### config.mk
export PLATFORM = sky130hd
export DESIGN_NAME = cu_mod0_1
export DESIGN_NICKNAME = d
export VERILOG_FILES = /design/src/rtl/cu_mod0_1.sv
export SDC_FILE = /design/constraint.sdc
export NUM_CORES = 1
export LEC_CHECK = 0
export CAP_MARGIN = 20
export CORE_ASPECT_RATIO = 1.25
export CORE_UTILIZATION = 40
export CTS_CLUSTER_DIAMETER = 200
export CTS_CLUSTER_SIZE = 14
export DETAILED_ROUTE_END_ITERATION = 7
export PLACE_DENSITY = 0.57
export SYNTH_ARGS = -nofsm -noshare
export SYNTH_HDL_FRONTEND = slang
export SYNTH_SLANG_ARGS = --single-unit
### constraint.sdc
create_clock -name clk -period 5.2 [get_ports clk]
set_input_delay 1.04 -clock clk [delete_from_list [all_inputs] [get_ports clk]]
set_output_delay 1.04 -clock clk [all_outputs]
set_load 0.02 [all_outputs]
### src/rtl/cu_mod0_1.sv
// Stage-1 control unit for FFT module 0: receives the stage-0 alert, sequences BF2II/fac8_1 and re-issues the alert downstream.
// Define CU_MOD0_1_OVR_EN to add the sticky err_overrun output flagging alerts that arrive while a frame is in progress.
module cu_mod0_1 #(
   parameter int BLK_LEN = 32,
   parameter int NUM_BLK = 16,
   parameter int DELAY   = 2
) (
   input  logic       clk,
   input  logic       rstn,
   input  logic       alert_mod01,
   output logic       bf_en,
   output logic [1:0] sel_fac8,
   output logic       valid_fac8_1,
   output logic       alert_mod02,
   output logic       busy
`ifdef CU_MOD0_1_OVR_EN
   ,
   output logic       err_overrun
`endif
);

   localparam int FRAME_LEN = BLK_LEN * NUM_BLK;
   localparam int HALF      = BLK_LEN / 2;
   localparam int PW        = $clog2(BLK_LEN);
   localparam int CYC_W     = $clog2(FRAME_LEN);
   localparam int DRN_W     = $clog2(HALF);
   localparam int DLY_W     = (DELAY > 1) ? $clog2(DELAY) : 1;

   localparam logic [CYC_W-1:0] CYC_LAST = CYC_W'(FRAME_LEN - 1);
   localparam logic [CYC_W-1:0] CYC_HALF = CYC_W'(HALF);
   localparam logic [CYC_W-1:0] A2_POS   = CYC_W'(HALF - DELAY);
   localparam logic [DRN_W-1:0] DRN_LAST = DRN_W'(HALF - 1);
   localparam logic [DLY_W-1:0] DLY_LAST = DLY_W'((DELAY > 1) ? (DELAY - 2) : 0);

   typedef enum logic [1:0] {
      ST_IDLE  = 2'd0,
      ST_WAIT  = 2'd1,
      ST_RUN   = 2'd2,
      ST_DRAIN = 2'd3
   } state_t;

   state_t             state_q, state_d;
   logic [CYC_W-1:0]   cyc_q, cyc_d;
   logic [DRN_W-1:0]   drn_q, drn_d;
   logic [DLY_W-1:0]   dly_q, dly_d;
   logic [PW-1:0]      pos_d;

   logic               bf_en_q, bf_en_d;
   logic [1:0]         sel_q, sel_d;
   logic               vld_q, vld_d;
   logic               a2_q, a2_d;
   logic               busy_q, busy_d;
`ifdef CU_MOD0_1_OVR_EN
   logic               err_q, err_d;
`endif

   // Next-state and counter sequencing
   always_comb begin
      state_d = state_q;
      cyc_d   = cyc_q;
      drn_d   = drn_q;
      dly_d   = dly_q;
      case (state_q)
         ST_IDLE: begin
            if (alert_mod01) begin
               if (DELAY == 1) begin
                  state_d = ST_RUN;
                  cyc_d   = '0;
               end else begin
                  state_d = ST_WAIT;
                  dly_d   = '0;
               end
            end
         end
         ST_WAIT: begin
            if (dly_q == DLY_LAST) begin
               state_d = ST_RUN;
               cyc_d   = '0;
            end else begin
               dly_d = dly_q + 1'b1;
            end
         end
         ST_RUN: begin
            if (cyc_q == CYC_LAST) begin
               state_d = ST_DRAIN;
               drn_d   = '0;
            end else begin
               cyc_d = cyc_q + 1'b1;
            end
         end
         ST_DRAIN: begin
            if (drn_q == DRN_LAST) begin
               state_d = ST_IDLE;
            end else begin
               drn_d = drn_q + 1'b1;
            end
         end
         default: state_d = ST_IDLE;
      endcase
   end

   // Outputs are decoded from the next state so the registered copies line up with the state they describe
   always_comb begin
      pos_d = '0;
      if (state_d == ST_RUN) begin
         pos_d = cyc_d[PW-1:0];
      end else if (state_d == ST_DRAIN) begin
         pos_d = PW'(drn_d);
      end
      bf_en_d = (state_d == ST_RUN) && pos_d[PW-1];
      sel_d   = ((state_d == ST_RUN) || (state_d == ST_DRAIN)) ? pos_d[PW-1 -: 2] : 2'd0;
      vld_d   = ((state_d == ST_RUN) && (cyc_d >= CYC_HALF)) || (state_d == ST_DRAIN);
      a2_d    = (state_d == ST_RUN) && (cyc_d == A2_POS);
      busy_d  = (state_d != ST_IDLE);
   end

`ifdef CU_MOD0_1_OVR_EN
   always_comb begin
      err_d = err_q | (alert_mod01 && (state_q != ST_IDLE));
   end
`endif

   always_ff @(posedge clk) begin
      if (!rstn) begin
         state_q <= ST_IDLE;
         cyc_q   <= '0;
         drn_q   <= '0;
         dly_q   <= '0;
         bf_en_q <= 1'b0;
         sel_q   <= 2'd0;
         vld_q   <= 1'b0;
         a2_q    <= 1'b0;
         busy_q  <= 1'b0;
`ifdef CU_MOD0_1_OVR_EN
         err_q   <= 1'b0;
`endif
      end else begin
         state_q <= state_d;
         cyc_q   <= cyc_d;
         drn_q   <= drn_d;
         dly_q   <= dly_d;
         bf_en_q <= bf_en_d;
         sel_q   <= sel_d;
         vld_q   <= vld_d;
         a2_q    <= a2_d;
         busy_q  <= busy_d;
`ifdef CU_MOD0_1_OVR_EN
         err_q   <= err_d;
`endif
      end
   end

   assign bf_en        = bf_en_q;
   assign sel_fac8     = sel_q;
   assign valid_fac8_1 = vld_q;
   assign alert_mod02  = a2_q;
   assign busy         = busy_q;
`ifdef CU_MOD0_1_OVR_EN
   assign err_overrun  = err_q;
`endif

endmodule

==> impl_summary.log <==
INFO  metric h-tree-depth = 1
INFO  metric hold_violations = 0
INFO  metric grt_setup_unrepaired = false
INFO  metric die_width = 51.70 um
INFO  metric final.setup_skew = roughly 0.0006 ns
INFO  metric finalWorstSetupSlack = roughly 2.7 ns
INFO  metric worstSetupPathType = in -> reg
INFO  metric clk_pin_slew_worst_paths = 0.11 ns
INFO  metric post_cts_hold_buffer_count = 0
INFO  metric critical_path_arrival = 2.73 ns
INFO  metric vias_in_the_first_global_route = ~1000
INFO  metric postSynth.asyncResetShare = 0
INFO  metric max_slew_margin = 0.6452
INFO  metric total_nets_after_synthesis = 146
INFO  metric detailed_place_hpwl = roughly 1.9 mm
INFO  metric cts_resized = 0
INFO  metric start_util = 0.4193
INFO  metric power.static_leakage = 0.5441 nW
INFO  metric cap_violations = 0
INFO  metric timing.critical_path.fanout_max = 3
INFO  metric final_min_period_over_clock_period = 0.4820
INFO  metric routabilityCongestion = just under 0.8
INFO  metric grt_start_max_net_pins = 17
INFO  metric area.sequential = 420.4 um^2
INFO  metric finalSetupViolations = 0
INFO  metric data_required_time_at_the_worst_endpoint = 5.42 ns
INFO  metric ant_nets = 0
INFO  metric grt_pass1_wl = between 4 and 5 mm
INFO  metric net-switching-power = 0.00007526 W
INFO  metric slew_viol_final = 0
INFO  metric worst_path_dominant_cell_family = simple AND/OR/NAND/NOR gates
INFO  metric intPower = 0.0002111 W
INFO  metric antenna_found_initial = 0
INFO  metric gr-total-overflow = 0
INFO  metric fin_nets = 153
INFO  metric multi_input_area = between 700 and 800 um^2
INFO  metric delay_of_the_slowest_critical_path_stage = approximately 0.53 ns
INFO  metric n_fill_cell = 289
INFO  metric antennaDiodeCount = 0
INFO  metric detailedPlace.worstSlack = about 2.4 ns
INFO  metric portBuffers = 8
INFO  metric fp.dieArea = between 3000 and 4000 um^2
INFO  metric detailedRoute.firstPassIterationCount = 4
INFO  metric post_drt_wl_per_cell = 14.40 um
INFO  metric synth-seq-cells = 21
INFO  metric tritoncts.num_buffers = 3
INFO  metric routed_wirelength = approximately 2.6 mm
INFO  metric synth-edff-count = 0
INFO  metric layout_min_cycle_time = 2.507 ns
INFO  metric ys_seq_area_frac = 0.3404
INFO  metric share_seq_of_total_power = 0.579
INFO  metric clock_power_share = 0.268
INFO  metric num_vias = 1034
INFO  metric post-cts-setup-buffer-count = 0
INFO  metric timing.critical_path.to_type = flop
INFO  metric setup-tns-final = 0 ns
INFO  metric synthToLayoutAreaGrowth = 7.802%
INFO  metric cts.path.max_buffers = 2
INFO  metric post_synth.cell_area_avg = 9.014 um^2
INFO  metric syn-cell-area = 1235 um^2
INFO  metric ys_types = 40
INFO  metric power.density = 215.1 nW/um^2
INFO  metric switching_share = 0.2628
INFO  metric yosys_most_used_dff = sky130_fd_sc_hd__dfxtp_1
INFO  metric number_of_core_rows = 22
INFO  metric fmaxAchievable = 0.3989 GHz
INFO  metric slowest_cp_cell = sky130_fd_sc_hd__or4b_4
INFO  metric ys_warn_count = 0
INFO  metric die_h = 64.12 um
INFO  metric drive_gt1_frac = 0.1329
INFO  metric outcome = finished clean
INFO  metric cts_tree = done
INFO  metric groute.usage.overall = 0.1781
INFO  metric clock-root-buffer = sky130_fd_sc_hd__clkbuf_4
INFO  metric via_per_inst = just under 6
INFO  metric syn-instance-count = 137
INFO  metric hp-class = reg -> reg
INFO  metric cts_num_sinks = 21
INFO  metric tightestPinTransition = around 0.53 ns
INFO  metric drtIter0Drc = 21
INFO  metric pwr-share-comb = 0.153
INFO  metric peakVddDrop = 0.1490 mV
INFO  metric path_cells = clkdlybuf4s50_1, o21a_1, a41oi_2, o211ai_2, or4b_4, nor4_2
INFO  metric cp_num_buf_inv = 1
INFO  metric coreArea = 2945 um^2
INFO  metric cp-start-kind = input port
INFO  metric design.portCount = 9
INFO  metric detail_route.drc_violations = 0
INFO  metric clock_insertion_delay_worst_skew = 0.30 ns
-- Yosys cell counts (2+ instances only) --
| master | count | area (um^2) |
|---|---|---|
| sky130_fd_sc_hd__nor3b_1 | 4 | 30.03 |
| sky130_fd_sc_hd__ha_1 | 6 | 75.07 |
| sky130_fd_sc_hd__buf_6 | 2 | 22.52 |
| sky130_fd_sc_hd__nand4_1 | 2 | 12.51 |
| sky130_fd_sc_hd__o21ai_0 | 8 | 40.04 |
| sky130_fd_sc_hd__nand3_1 | 6 | 30.03 |
| sky130_fd_sc_hd__nor2b_1 | 7 | 43.79 |
| sky130_fd_sc_hd__and2b_2 | 3 | 26.28 |
| sky130_fd_sc_hd__a41oi_1 | 2 | 17.52 |
| sky130_fd_sc_hd__a41o_2 | 2 | 22.52 |
| sky130_fd_sc_hd__a21oi_1 | 11 | 55.05 |
| sky130_fd_sc_hd__a41o_1 | 2 | 20.02 |
| sky130_fd_sc_hd__and3_1 | 7 | 43.79 |
| sky130_fd_sc_hd__a31oi_1 | 2 | 12.51 |
| sky130_fd_sc_hd__dfxtp_1 | 21 | 420.4 |
| sky130_fd_sc_hd__a32oi_1 | 2 | 17.52 |
| sky130_fd_sc_hd__nand2_1 | 8 | 30.03 |
| sky130_fd_sc_hd__inv_1 | 8 | 30.03 |
| sky130_fd_sc_hd__clkbuf_1 | 2 | 7.510 |
| sky130_fd_sc_hd__nor2_1 | 4 | 15.01 |
| sky130_fd_sc_hd__and2_1 | 5 | 31.28 |
| sky130_fd_sc_hd__a21o_2 | 3 | 26.28 |
| sky130_fd_sc_hd__and4_1 | 2 | 17.52 |
| sky130_fd_sc_hd__o21a_1 | 2 | 15.01 |
-- cell families (layout without fill, tap and decap cells) --
group,count (synthesis),count (layout),share of synthesized area
simple gates,53,53,0.2675
buf+inv,14,20,0.06991
compound gates,42,42,0.2533
flops,21,21,0.3404
mux,1,1,0.008106
fa+ha+maj,6,6,0.06079
-- tightest hold or removal path: stages (launching register included) --
cell and delay (ns):
sky130_fd_sc_hd__dfxtp_1 0.35, sky130_fd_sc_hd__a21oi_1 0.13, sky130_fd_sc_hd__nor2b_1 0.05
-- layout by cell type, fill, tap and decap left out, types with 2 or more instances in the layout --
| cell | netlist | routed |
|---|---|---|
| sky130_fd_sc_hd__a41o_2 | 2 | 2 |
| sky130_fd_sc_hd__o21a_1 | 2 | 2 |
| sky130_fd_sc_hd__nand4_1 | 2 | 2 |
| sky130_fd_sc_hd__inv_1 | 8 | 8 |
| sky130_fd_sc_hd__clkbuf_4 | 0 | 3 |
| sky130_fd_sc_hd__a41oi_1 | 2 | 2 |
| sky130_fd_sc_hd__nor2b_1 | 7 | 7 |
| sky130_fd_sc_hd__dfxtp_1 | 21 | 21 |
| sky130_fd_sc_hd__nor3b_1 | 4 | 4 |
| sky130_fd_sc_hd__a41o_1 | 2 | 2 |
| sky130_fd_sc_hd__a21oi_1 | 11 | 11 |
| sky130_fd_sc_hd__ha_1 | 6 | 6 |
| sky130_fd_sc_hd__clkdlybuf4s50_1 | 0 | 8 |
| sky130_fd_sc_hd__a21o_2 | 3 | 3 |
| sky130_fd_sc_hd__and2_1 | 5 | 5 |
| sky130_fd_sc_hd__and3_1 | 7 | 7 |
| sky130_fd_sc_hd__nor2_1 | 4 | 4 |
| sky130_fd_sc_hd__nand3_1 | 6 | 6 |
| sky130_fd_sc_hd__and2b_2 | 3 | 3 |
| sky130_fd_sc_hd__and4_1 | 2 | 2 |
| sky130_fd_sc_hd__a31oi_1 | 2 | 2 |
| sky130_fd_sc_hd__a32oi_1 | 2 | 2 |
| sky130_fd_sc_hd__o21ai_0 | 8 | 8 |
| sky130_fd_sc_hd__nand2_1 | 8 | 8 |
-- per-layer routing --
metal	wire length, um	track usage	up-vias
met5	0	0	-
met2	1319	0.3133	10
met3	32	0.01667	6
met1	1177	0.2143	498
met4	48	0.07432	0
li1	-	-	520
-- through the flow --
stage	utilization	hold slack, ns	power, W	cells	area [um^2]
4_1_cts	0.4520	0.5624	0.0002904	179	1331
2_1_floorplan	-	0.5025	0.0002054	137	1235
3_3_place_gp	0.4427	0.5258	0.0002119	175	1304
5_1_grt	0.4520	0.6355	0.0003026	179	1331
3_5_place_dp	0.4427	0.5428	0.0002131	175	1304
6_report	0.4520	0.5603	0.0002864	179	1331
-- cell type report --
cell class,count,area share
Tap cell,36,0.03383
Sequential cell,21,0.3158
Clock inverter,1,0.003759
Inverter,8,0.02256
Timing Repair Buffer,8,0.06015
Multi-Input combinational cell,102,0.5470
Clock buffer,3,0.01692
-- flip-flops by register name, summed over array words and instances, names as in the netlist --
signal        cells
cyc_q             9
drn_q             4
sel_fac8          2
state_q           2
alert_mod02       1
bf_en             1
busy              1
valid_fac8_1      1
-- power by group through the flow --
| stage | Sequential, W | Clock (W) | Combinational, W |
|---|---|---|---|
| 2_1_floorplan | 0.000171 | 0 | 0.0000347 |
| 3_3_place_gp | 0.000169 | 0 | 0.0000426 |
| 3_5_place_dp | 0.000169 | 0 | 0.0000437 |
| 4_1_cts | 0.000166 | 0.0000807 | 0.0000440 |
| 5_1_grt | 0.000166 | 0.0000869 | 0.0000496 |
| 6_report | 0.000166 | 0.0000768 | 0.0000438 |
-- worst paths after layout --
| check | cells after the start | slack (ns) | startpoint | to |
|---|---|---|---|---|
| hold / removal | 2 | 0.56 | drn_q[0]$_SDFFE_PN0N_ | drn_q[0]$_SDFFE_PN0N_ |
| setup reg to reg | 7 | 2.71 | state_q[0]$_SDFF_PN0_ | alert_mod02$_SDFF_PN0_ |
| hold reg to reg | 2 | 0.56 | drn_q[0]$_SDFFE_PN0N_ | drn_q[0]$_SDFFE_PN0N_ |
| setup / recovery | 6 | 2.69 | alert_mod01 | alert_mod02$_SDFF_PN0_ |
Note: power is estimated with default switching activity, not from simulation.
